$ cat config.mk
export PLATFORM = sky130hd
export DESIGN_NAME = rf_mp_flat
export DESIGN_NICKNAME = d
export VERILOG_FILES = /design/src/rtl/rf_pkg.sv /design/src/rtl/rf_mp_if.sv /design/src/rtl/rf_rd_port.sv /design/src/rtl/rf_mp.sv /design/src/flat_wrapper.sv
export SDC_FILE = /design/constraint.sdc
export NUM_CORES = 1
export LEC_CHECK = 0
export ABC_AREA = 1
export BUFFER_PORTS_ARGS = -buffer_cell sky130_fd_sc_hd__buf_2
export CORE_AREA = 8 8 201 203
export DETAILED_ROUTE_END_ITERATION = 7
export DIE_AREA = 0 0 209 211
export GPL_ROUTABILITY_DRIVEN = 0
export PLACE_DENSITY = 0.64
export SYNTH_ARGS = -nofsm -noshare
export SYNTH_HDL_FRONTEND = slang
export SYNTH_SLANG_ARGS = --single-unit
$ cat constraint.sdc
create_clock -name clk -period 4.85 [get_ports clk]
set_input_delay 0.97 -clock clk [delete_from_list [all_inputs] [get_ports clk]]
set_output_delay 0.97 -clock clk [all_outputs]
set_load 0.02 [all_outputs]
$ cat src/rtl/rf_pkg.sv
// rf_pkg: shared constants and helpers for the multi-read-port register file.
//   RF_DATA_W / RF_ADDR_W / RF_NUM_RD : default data width, address width, read port count
//   ZERO_REG                          : address of the hardwired-zero register
//   slice_lo()                        : low bit index of element idx in a flattened bus
package rf_pkg;

    localparam int RF_DATA_W = 16;
    localparam int RF_ADDR_W = 4;
    localparam int RF_NUM_RD = 2;

    localparam int ZERO_REG  = 0;

    function automatic int slice_lo(input int idx, input int width);
        return idx * width;
    endfunction

endpackage

$ cat src/rtl/rf_mp_if.sv
// rf_mp_if: issue/writeback bus of the register file.
//   rd_en[NUM_RD], rd_addr[NUM_RD*ADDR_W] : read requests from issue
//   rd_data[NUM_RD*DATA_W], rd_busy[NUM_RD] : operand data and pending flag per port
//   we, wr_addr, wr_data                  : writeback
//   alloc_en, alloc_addr                  : destination allocation from issue
//   hlt                                   : freezes all state updates and bypass
// master = issue/writeback side, slave = register file.
interface rf_mp_if import rf_pkg::*; #(
    parameter int DATA_W = RF_DATA_W,
    parameter int ADDR_W = RF_ADDR_W,
    parameter int NUM_RD = RF_NUM_RD
);

    logic [NUM_RD-1:0]        rd_en;
    logic [NUM_RD*ADDR_W-1:0] rd_addr;
    logic [NUM_RD*DATA_W-1:0] rd_data;
    logic [NUM_RD-1:0]        rd_busy;
    logic                     we;
    logic [ADDR_W-1:0]        wr_addr;
    logic [DATA_W-1:0]        wr_data;
    logic                     alloc_en;
    logic [ADDR_W-1:0]        alloc_addr;
    logic                     hlt;

    modport master (
        output rd_en, rd_addr, we, wr_addr, wr_data, alloc_en, alloc_addr, hlt,
        input  rd_data, rd_busy
    );

    modport slave (
        input  rd_en, rd_addr, we, wr_addr, wr_data, alloc_en, alloc_addr, hlt,
        output rd_data, rd_busy
    );

endinterface

$ cat src/rtl/rf_rd_port.sv
// rf_rd_port: one combinational read port of the register file.
//   en, addr        : read request
//   mem, pend       : stored register array and pending vector
//   wr_vld          : a write is committing this cycle (non-zero address, not halted, not in reset)
//   wr_addr/wr_data : the committing write, forwarded when addresses match
//   data, busy      : operand value and pending flag
module rf_rd_port import rf_pkg::*; #(
    parameter int DATA_W = RF_DATA_W,
    parameter int ADDR_W = RF_ADDR_W
) (
    input  logic                                en,
    input  logic [ADDR_W-1:0]                   addr,
    input  logic [2**ADDR_W-1:0][DATA_W-1:0]    mem,
    input  logic [2**ADDR_W-1:0]                pend,
    input  logic                                wr_vld,
    input  logic [ADDR_W-1:0]                   wr_addr,
    input  logic [DATA_W-1:0]                   wr_data,
    output logic [DATA_W-1:0]                   data,
    output logic                                busy
);

    always_comb begin
        data = '0;
        busy = 1'b0;
        if (en) begin
            // The write being retired this cycle is the freshest value and
            // also resolves the hazard, so busy stays low on a bypass hit.
            if (wr_vld && (addr == wr_addr)) begin
                data = wr_data;
            end else if (addr != ADDR_W'(ZERO_REG)) begin
                data = mem[addr];
                busy = pend[addr];
            end
        end
    end

endmodule

$ cat src/rtl/rf_mp.sv
// rf_mp: multi-read-port register file with write-through bypass, hardwired
// zero register and a per-register pending scoreboard.
//   clk   : rising-edge clock
//   rst_n : asynchronous active-low reset, clears data and pending bits
//   bus   : rf_mp_if slave (read ports, writeback, alloc, halt)
module rf_mp import rf_pkg::*; #(
    parameter int DATA_W = RF_DATA_W,
    parameter int ADDR_W = RF_ADDR_W,
    parameter int NUM_RD = RF_NUM_RD
) (
    input  logic    clk,
    input  logic    rst_n,
    rf_mp_if.slave  bus
);

    localparam int DEPTH = 2**ADDR_W;

    logic [DEPTH-1:0][DATA_W-1:0] mem;
    logic [DEPTH-1:0]             pend;

    logic wr_ok;
    logic alloc_ok;
    logic wr_vld;

    assign wr_ok    = bus.we && !bus.hlt && (bus.wr_addr != ADDR_W'(ZERO_REG));
    assign alloc_ok = bus.alloc_en && !bus.hlt && (bus.alloc_addr != ADDR_W'(ZERO_REG));
    // While reset is held the ports must show the cleared array, so the
    // bypass path is suppressed as well.
    assign wr_vld   = wr_ok && rst_n;

    always_ff @(posedge clk or negedge rst_n) begin
        if (!rst_n) begin
            mem  <= '0;
            pend <= '0;
        end else begin
            if (wr_ok) begin
                mem[bus.wr_addr]  <= bus.wr_data;
                pend[bus.wr_addr] <= 1'b0;
            end
            // Placed after the write so a same-address alloc leaves the
            // register pending: the newly issued producer owns it.
            if (alloc_ok) begin
                pend[bus.alloc_addr] <= 1'b1;
            end
        end
    end

    for (genvar i = 0; i < NUM_RD; i++) begin : g_port
        localparam int A_LO = slice_lo(i, ADDR_W);
        localparam int D_LO = slice_lo(i, DATA_W);

        rf_rd_port #(
            .DATA_W (DATA_W),
            .ADDR_W (ADDR_W)
        ) u_port (
            .en      (bus.rd_en[i]),
            .addr    (bus.rd_addr[A_LO +: ADDR_W]),
            .mem     (mem),
            .pend    (pend),
            .wr_vld  (wr_vld),
            .wr_addr (bus.wr_addr),
            .wr_data (bus.wr_data),
            .data    (bus.rd_data[D_LO +: DATA_W]),
            .busy    (bus.rd_busy[i])
        );
    end

endmodule

$ cat src/flat_wrapper.sv
// flat-port wrapper written by rule: the top's interface ports become plain ports
module rf_mp_flat import rf_pkg::*;
#(
    parameter int DATA_W = RF_DATA_W,
    parameter int ADDR_W = RF_ADDR_W,
    parameter int NUM_RD = RF_NUM_RD
)
  (clk, rst_n, bus_rd_en, bus_rd_addr, bus_we, bus_wr_addr, bus_wr_data, bus_alloc_en, bus_alloc_addr, bus_hlt, bus_rd_data, bus_rd_busy);
  rf_mp_if #(.DATA_W(DATA_W), .ADDR_W(ADDR_W), .NUM_RD(NUM_RD)) bus_i ();
  input  logic clk;
  input  logic rst_n;
  input wire logic [$bits(bus_i.rd_en)-1:0] bus_rd_en;
  input wire logic [$bits(bus_i.rd_addr)-1:0] bus_rd_addr;
  input wire logic [$bits(bus_i.we)-1:0] bus_we;
  input wire logic [$bits(bus_i.wr_addr)-1:0] bus_wr_addr;
  input wire logic [$bits(bus_i.wr_data)-1:0] bus_wr_data;
  input wire logic [$bits(bus_i.alloc_en)-1:0] bus_alloc_en;
  input wire logic [$bits(bus_i.alloc_addr)-1:0] bus_alloc_addr;
  input wire logic [$bits(bus_i.hlt)-1:0] bus_hlt;
  output wire logic [$bits(bus_i.rd_data)-1:0] bus_rd_data;
  output wire logic [$bits(bus_i.rd_busy)-1:0] bus_rd_busy;
  assign bus_i.rd_en = bus_rd_en;
  assign bus_i.rd_addr = bus_rd_addr;
  assign bus_i.we = bus_we;
  assign bus_i.wr_addr = bus_wr_addr;
  assign bus_i.wr_data = bus_wr_data;
  assign bus_i.alloc_en = bus_alloc_en;
  assign bus_i.alloc_addr = bus_alloc_addr;
  assign bus_i.hlt = bus_hlt;
  assign bus_rd_data = bus_i.rd_data;
  assign bus_rd_busy = bus_i.rd_busy;
  rf_mp #(.DATA_W(DATA_W), .ADDR_W(ADDR_W), .NUM_RD(NUM_RD)) u_core (.clk(clk), .rst_n(rst_n), .bus(bus_i));
endmodule
==> flow_metrics.tcl, run 1 <==
set metrics [dict create \
    routed_via_density 5.726 \
    synth_fa_ha_area_share_pct 0 \
    whs_ps 375.8 \
    path_max_fanout 17 \
    die_area_um2 44100 \
    peakVddDrop_mv 0.3078 \
    fin_crit_ps 4015 \
    r2r-end "u_core.mem[240]$_DFFE_PN0P_" \
    io_buffers 72 \
    ctsLongestPathBuffers 3 \
    finalInstanceArea_um2 18080 \
    max_stage_delay_ps 450 \
    ys_warn_count 0 \
    cp_num_cells 7 \
    syn_nets 2528 \
    avgSynthCellArea_um2 6.642 \
    drt-total-wl_mm 60.65 \
    overflow 0 \
    wl_per_cell_um 20.62 \
    cp-end-kind "output port" \
    synth_flop_cell "dfrtp_1" \
    dp_slack_ps 921.9 \
    vias 16845 \
    rsz0062_at_grt "no" \
    area_delta_synth_final_pct 9.385 \
    post-route-period-util_pct 82.79 \
    cts_root_buffer "clkbuf_16" \
    synth_edf_count 0 \
    cts_hold_buffers 0 \
    worst_path_max_delay_cell "a21oi_1" \
    startpoint_type "primary input" \
    critPathTopFamily "buffers and inverters" \
    h-tree-depth 1 \
    hpwl_mm 38.04 \
    use_met1_pct 36.59 \
    ys_seq_elements 272 \
    max-slew-margin-rel_pct 23.78 \
    max_freq_mhz 249.1 \
    place_area_um2 17060 \
    async_flop_share_pct 100.0 \
    worst_clock_skew_ps 0 \
    layout-drive-gt1-share_pct 8.387 \
    cts_made_buffers 31 \
    drc_errors 0 \
    yosysMostFrequentCell "nand2_1" \
    clk_latency_ps 600 \
    cp_data_arrival_time_ps 3050 \
    diodes 0 \
    rows 71 \
    cts_resized 0 \
    coreArea_um2 37130 \
    min_path_cells 0 \
    ys_seq_area_share_pct 41.17 \
    setup_ws_ps 834.8 \
    status "finished, final reports clean" \
    yosysTopAreaCellShare_pct 41.17 \
    use_met2_pct 41.32 \
    synth_cell_type_count 33 \
    use_met3_pct 5.964 \
    min_from "u_core.mem[7]$_DFFE_PN0P_" \
    crit_top_cell "buf_2" \
    antenna_found_initial 2 \
    synth_area_leader_cell "dfrtp_1" \
    reg2reg_depth 2 \
    final_max_slew_viol_count 0 \
    die_width_um 209 \
    initial_core_util_pct 44.52 \
    reg2reg_from "u_core.mem[240]$_DFFE_PN0P_" \
    first_pass_iters 6 \
    grt.busiest_layer "met2" \
    grt_max_degree 158 \
    io-pin-count 73 \
    final_nets 2487 \
    synth_top_family_by_area "simple AND/OR/NAND/NOR gates" \
    grt_pass1_wl_mm 93.52 \
    cts.sinks 272 \
    required_ps 3880 \
    leakage_nw 8.964 \
    crit_buf_inv 3 \
    hp-class "reg2reg" \
    crit_chain "buf_2 -> buf_4 -> xor2_1 -> nor3_4 -> nand2_2 -> a21oi_1 -> buf_2" \
    setup_viol 0 \
    synthTopCellsByArea "dfrtp_1 (41%), nand2_1 (20%), nand3_1 (12%)" \
    ant_nets 0 \
    drtIter0Drc 1856 \
    setup_tns_ps 0 \
    die_y_um 211 \
    cts_tree "built" \
    cts.clk_slew.worst_paths_ps 50 \
    netlist_instances 2489 \
    crit_type "in2out" \
    synth_compound_area_share_pct 11.70 \
    hold_viol_final 0 \
    synthSimpleGateAreaFrac_pct 34.77 \
    cap_violations 0 \
    synth_mux_area_share_pct 0 \
    grt_use_total_pct 27.05 \
    syn_area_um2 16530 \
    grt_pass1_vias 16039 \
    synth_top_cells_by_count "nand2_1 (876), nand3_1 (401), inv_1 (273)" \
    post_cts_buffers 0 \
    holdPathEnd "u_core.mem[7]$_DFFE_PN0P_" \
    synth_xor_area_share_pct 0.4238 \
    power_density_nw_per_um2 391.4 \
    rrSetupSlack_ps 4100 \
    max_slew.worst_pin.slew_ps 1141 \
]
worst register-to-register path, cell delays in order, from the launching register on:
cell     delay [ps]
dfrtp_1         370
inv_1           110
o21ai_0         110
worst max-delay path by stage:
stage,end,startpoint,slack [ps]
finish,bus_rd_data[13],bus_rd_addr[2],830
global route,bus_rd_data[13],bus_rd_addr[2],830
CTS,bus_rd_data[13],bus_rd_addr[2],910
detailed placement,bus_rd_data[13],bus_rd_addr[2],920
global placement,bus_rd_data[13],bus_rd_addr[2],950
floorplan,bus_rd_data[10],bus_wr_addr[2],1560
cells by family (layout without fill, tap and decap cells):
kind of cell           Yosys count  in the layout
XOR/XNOR                         8              8
flip-flops                     272            272
AO/OA/AOI/OAI                  371            371
buffers and inverters          481            460
AND/OR/NAND/NOR               1357           1357
cell type report:
| type | instances | area, µm² |
|---|---|---|
| Fill cell | 3744 | 19050 |
| Multi-Input combinational cell | 1736 | 7776 |
| Sequential cell | 272 | 6807 |
| Inverter | 283 | 1069 |
| Clock buffer | 39 | 835.8 |
| Timing Repair Buffer | 124 | 815.8 |
| Tap cell | 474 | 593.1 |
| Clock inverter | 14 | 187.7 |
flip-flops by register name (all words and copies together), names as in the netlist:
name         cells
u_core.mem     256
u_core.pend     16
report_power, final:
part	switching, W	total (W)	internal (W)
clock network	0.00101	0.00243	0.00142
registers	0.000193	0.00294	0.00275
logic	0.00117	0.00170	0.000537
total	0.00237	0.00708	0.00471
through the flow:
stage / utilization [%] / total power [W] / cells
floorplan: - / 0.004125 / 2489
global placement: 45.94 / 0.004593 / 2889
detailed placement: 45.94 / 0.004649 / 2889
CTS: 48.70 / 0.007081 / 2942
global route: 48.70 / 0.007464 / 2942
finish: 48.70 / 0.007079 / 2942
layer usage:
metal	up-vias	wire, µm
li1	7762	-
met1	7961	25720
met2	941	25910
met3	181	6003
met4	0	3018
met5	-	0
cells in the final DEF, fill, tap and decap left out, types with 6 or more instances in the layout:
master,netlist,layout
buf_4,8,50
o21ai_1,23,23
o21ai_0,262,262
buf_2,76,69
a21oi_1,55,55
o211ai_1,27,27
clkinv_2,0,6
dfrtp_1,272,272
nand3_1,401,401
nor2_1,53,51
nand2_1,876,875
inv_1,273,273
clkbuf_16,0,31
nor2_4,6,8
Note: power is estimated with default switching activity, not from simulation.
==> run 2: changes to the inputs <==
- ABC_AREA: 1 -> 0
- CORE_AREA: 8 8 201 203 -> 8 8 190 192
- DIE_AREA: 0 0 209 211 -> 0 0 198 200
- PLACE_DENSITY: 0.64 -> 0.67
- clock period: 4.85 -> 3.46 ns (I/O delays scaled with it)
==> flow_metrics.tcl, run 2 <==
set metrics [dict create \
    status "finished, final reports clean" \
    nFillCells 2789 \
    post-route-period-util_pct 95.22 \
    yosysMostFrequentCell "dfrtp_1" \
    finalInstanceArea_um2 16790 \
    wl_per_cell_um 27.85 \
    ant_nets 0 \
    ys_warn_count 0 \
    synth_area_leader_cell "dfrtp_1" \
    leakage_nw 7.402 \
    vias 9835 \
    first_pass_iters 5 \
    syn_nets 1049 \
    routed_via_density 6.378 \
    die_y_um 200 \
    area_delta_synth_final_pct 13.93 \
    synthTopCellsByArea "dfrtp_1 (46%), mux4_2 (21%), mux2_2 (18%)" \
    cts.clk_slew.worst_paths_ps 60 \
    post_cts_buffers 0 \
    crit_type "in2out" \
    rrSetupSlack_ps 2650 \
    final_cell_mix "dfrtp_1 (272), mux2_2 (240), mux4_2 (138)" \
    cts_resized 0 \
    drtIter0Drc 877 \
    ctsLongestPathBuffers 3 \
    layout-drive-gt1-share_pct 52.42 \
    avgSynthCellArea_um2 14.59 \
    drt-total-wl_mm 42.94 \
    overflow 0 \
    required_ps 2770 \
    antenna_found_initial 3 \
    dp_slack_ps 177.9 \
    multi_input_area_um2 7325 \
    drt-met1-wl_mm 17.54 \
    grt_pass1_wl_mm 65.80 \
    synth_edf_count 0 \
    startpoint_type "primary input" \
    fin_crit_ps 3294 \
    top_register "u_core.mem" \
    path_max_fanout 30 \
    netlist_instances 1010 \
    largest_reg_flops 256 \
    cp_data_arrival_time_ps 2600 \
    setup_tns_ps 0 \
    syn_area_um2 14740 \
    async_flop_share_pct 100.0 \
    max_slew.worst_pin.slew_ps 932.4 \
    synth_flop_cell "dfrtp_1" \
    ys_seq_area_share_pct 46.19 \
    cts_made_buffers 31 \
    reg_top3 "u_core.mem: 256 flops, u_core.pend: 16 flops" \
    rsz0062_at_grt "no" \
    hold_viol_final 0 \
    synth_top_cells_by_count "dfrtp_1 (272), mux2_2 (240), mux4_2 (138)" \
    worst_clock_skew_ps 0 \
    whs_ps 297.9 \
    max_freq_mhz 303.5 \
    setup_ws_ps 165.5 \
    grt_pass1_vias 10382 \
    drc_errors 0 \
    ff_latch_area_um2 6807 \
    clk_latency_ps 550 \
    cap_violations 0 \
    reg2reg_depth 1 \
    dr_wl_met2_mm 20.09 \
    final_common_cell "dfrtp_1" \
    initial_core_util_pct 44.50 \
    h-tree-depth 1 \
    cts_hold_buffers 0 \
    grt_use_total_pct 21.99 \
    io_buffers 72 \
    place_area_um2 15840 \
    io-pin-count 73 \
    rows 67 \
    cp-startpoint "bus_rd_addr[4]" \
    synth_cell_type_count 39 \
    max-slew-margin-rel_pct 37.71 \
    cts_tree "built" \
    die_area_um2 39600 \
    die_width_um 198 \
    ys_seq_elements 272 \
    power_density_nw_per_um2 551.0 \
    peakVddDrop_mv 0.3840 \
    cp-end-kind "output port" \
    cts.sinks 272 \
    yosysTopAreaCellShare_pct 46.19 \
    final_max_slew_viol_count 0 \
    hpwl_mm 28.44 \
    grt_max_degree 151 \
    met3_length_mm 3.552 \
    topRoutingLayerUsed "met5" \
    hp-class "in2async" \
    setup_viol 0 \
    r2r-end "u_core.mem[224]$_DFFE_PN0P_" \
    final_nets 1114 \
    reg2reg_from "u_core.mem[224]$_DFFE_PN0P_" \
    coreArea_um2 33110 \
    cts_root_buffer "clkbuf_16" \
]
[run 2: changes by cell type after synthesis, moves of 34 or more]
cell,previous run,this run
o22ai_1,2,36
a21oi_1,55,1
nor2_1,53,11
mux4_2,0,138
o21ai_0,262,1
inv_1,273,25
nand3_1,401,22
clkbuf_1,90,49
buf_2,76,39
mux2_2,0,240
nand2_1,876,32
[run 2: cell type report]
class                   instances  area share [%]
diodes                          1         0.01491
inverters                      25          0.5590
flip-flops and latches        272           40.54
clock inverters                 9          0.4621
well taps                     448           3.339
multi-input cells             606           43.63
repair buffers                139           6.290
clock buffers                  42           5.165
[run 2: cells by family after synthesis]
| kind of cell | share of synthesized area [%] |
|---|---|
| multiplexers | 39.50 |
| flip-flops | 46.19 |
| buffers and inverters | 4.101 |
| AND/OR/NAND/NOR | 4.161 |
| AO/OA/AOI/OAI | 5.570 |
| XOR/XNOR | 0.4755 |
[run 2: worst max path at each step]
stage	endpoint	cells after the start
global route	bus_rd_data[17]	7
detailed placement	bus_rd_data[28]	6
floorplan	bus_rd_data[0]	6
global placement	bus_rd_data[28]	6
CTS	bus_rd_data[28]	6
finish	bus_rd_data[28]	6
[run 2: stage by stage]
step	total power [W]	util, %	std cells
3_5_place_dp	0.006197	47.84	1490
3_3_place_gp	0.006119	47.84	1490
5_1_grt	0.009661	50.70	1542
6_report	0.009251	50.70	1542
2_1_floorplan	0.005578	-	1010
4_1_cts	0.009299	50.69	1541
[run 2: power breakdown]
part | leakage (nW) | total (W) | switching, W | internal (W)
registers | 3.48 | 0.00422 | 0.000445 | 0.00378
clock network | 0.471 | 0.00309 | 0.00128 | 0.00180
logic | 3.45 | 0.00194 | 0.000777 | 0.00116
total | 7.40 | 0.00925 | 0.00251 | 0.00675
[run 2: critical path, stage by stage]
cell	delay, ps
buf_4	180
buf_12	250
nor2b_1	780
a21oi_1	210
a32o_1	300
buf_2	160
[run 2: metal layers]
layer	GRT usage, %	up-vias
met1	29.51	5214
met2	34.72	478
met3	4.711	113
met4	8.822	4
met5	0	-
li1	-	4026
==> run 3: changes to the inputs <==
- CTS_CLUSTER_SIZE: default -> 8
- SETUP_SLACK_MARGIN: default -> 0.4
==> flow_metrics.tcl, run 3 (same netlist as run 2, synthesis figures left out) <==
set metrics [dict create \
    status "finished, final reports clean" \
    rows 67 \
    netSwitchingFraction_pct 26.71 \
    fin_crit_ps 3083 \
    p_comb_share_pct 21.6 \
    leakage_nw 7.726 \
    routed_via_density 6.383 \
    path_max_fanout 5 \
    ant_nets 0 \
    antenna_found_initial 1 \
    cts_tree "built" \
    vias 9971 \
    power_frac_seq_pct 43.6 \
    hpwl_mm 29.13 \
    crit_chain "buf_6 -> or4_1 -> and3_4 -> a21o_4 -> buf_12 -> o32ai_4 -> buf_6" \
    layout-drive-gt1-share_pct 55.97 \
    h-tree-depth 2 \
    die_width_um 198 \
    top_register "u_core.mem" \
    io_buffers 72 \
    cts_root_buffer "clkbuf_16" \
    max-slew-margin-rel_pct 41.13 \
    required_ps 2770 \
    wl_per_cell_um 28.47 \
    p_int_w 0.007093 \
    rsz0062_at_grt "yes" \
    hold_viol_final 0 \
    grt_max_degree 68 \
    hp-class "in2async" \
    drc_errors 0 \
    peakVddDrop_mv 0.3036 \
    worst_clock_skew_ps 0 \
    area_delta_synth_final_pct 19.48 \
    p_total_w 0.009678 \
    cp-end-kind "output port" \
    setup_viol 0 \
    cts.sinks 272 \
    power_switching_w 0.002585 \
    io-pin-count 73 \
    max_slew.worst_pin.slew_ps 883.1 \
    worst_path_max_delay_cell "or4_1" \
    final_cell_mix "dfrtp_1 (272), mux2_2 (240), mux4_2 (138)" \
    overflow 0 \
    cts_made_buffers 39 \
    post-route-period-util_pct 89.12 \
    place_area_um2 15890 \
    grt_use_total_pct 22.71 \
    die_y_um 200 \
    first_pass_iters 5 \
    utilization_pct 53.17 \
    startpoint_type "primary input" \
    drtIter0Drc 899 \
    final_max_slew_viol_count 0 \
    reg_top3 "u_core.mem: 256 flops, u_core.pend: 16 flops" \
    finalInstanceArea_um2 17610 \
    cts.clk_slew.worst_paths_ps 50 \
    grt_pass1_wl_mm 67.39 \
    setup_tns_ps 0 \
    die_area_um2 39600 \
    final_common_cell "dfrtp_1" \
    cp_data_arrival_time_ps 2390 \
    grt_pass1_vias 10315 \
    cap_violations 0 \
    max_freq_mhz 324.3 \
    largest_reg_flops 256 \
    crit_type "in2out" \
    initial_core_util_pct 44.50 \
    p_clk_share_pct 34.8 \
    drt-total-wl_mm 44.47 \
    coreArea_um2 33110 \
    power_density_nw_per_um2 549.7 \
    final_nets 1152 \
    max_stage_delay_ps 510 \
    clk_latency_ps 500 \
    ctsLongestPathBuffers 3 \
    crit_top_cell "buf_6" \
]
run 3: changes by cell type in the layout (fill, tap and decap cells not counted), sizes merged:
cell    delta
a21o       +1
buf       +25
bufinv     -1
clkbuf     +3
clkinv     -8
run 3: power by group through the flow:
stage	Sequential [W]	Combinational (W)	Clock (W)
final	0.00422	0.00209	0.00337
after global routing	0.00429	0.00224	0.00356
after CTS	0.00420	0.00205	0.00341
after detailed placement	0.00424	0.00196	0
after global placement	0.00421	0.00192	0
after floorplan	0.00409	0.00149	0
run 3: cell type report:
cell class              count  area [µm²]
diodes                      1       2.502
clock buffers              41        1026
fillers                  2679       15510
inverters                  25       93.84
multi-input cells         607        7590
flip-flops and latches    272        6807
well taps                 448       560.5
repair buffers            168        1526
run 3: metal layers:
metal / wire, µm / global-route usage [%]
met4: 1508 / 7.633
met1: 18540 / 31.23
met3: 3218 / 4.476
met2: 21200 / 35.98
met5: 0 / 0
run 3: what timing repair did:
action                     4_1_cts  5_1_grt
gates resized for setup         41       29
pin swaps                       14        5
setup endpoints to repair       33       32
buffers inserted                12        9
hold buffers                     0        0
cloned                           1        3
run 3: worst max-delay path, delay by kind of cell:
family	cells	cell delay (ps)
AO/OA/AOI/OAI	2	540
buffers and inverters	3	400
AND/OR/NAND/NOR	2	750
run 3: per-stage QoR:
step | setup WS [ps] | cells | hold slack, ps
5_1_grt | 349.3 | 1562 | 30.09
2_1_floorplan | 375.8 | 1010 | 396.4
3_3_place_gp | -31.71 | 1495 | 378.5
4_1_cts | 334.2 | 1549 | 19.66
3_5_place_dp | -29.31 | 1495 | 383.6
6_report | 376.5 | 1562 | 29.11
run 3: path summary, 6_finish.rpt:
kind / slack, ps / to / depth (start not counted) / from
setup reg to reg: 2640 / u_core.mem[204]$_DFFE_PN0P_ / 1 / u_core.mem[204]$_DFFE_PN0P_
setup / recovery: 380 / bus_rd_data[14] / 7 / bus_wr_addr[2]
hold reg to reg: 390 / u_core.mem[9]$_DFFE_PN0P_ / 0 / u_core.mem[9]$_DFFE_PN0P_
hold / removal: 30 / u_core.mem[153]$_DFFE_PN0P_ / 1 / rst_n
min in group clk: 390 / u_core.mem[9]$_DFFE_PN0P_ / 0 / u_core.mem[9]$_DFFE_PN0P_
max in group asynchronous: 1490 / u_core.mem[99]$_DFFE_PN0P_ / 3 / rst_n
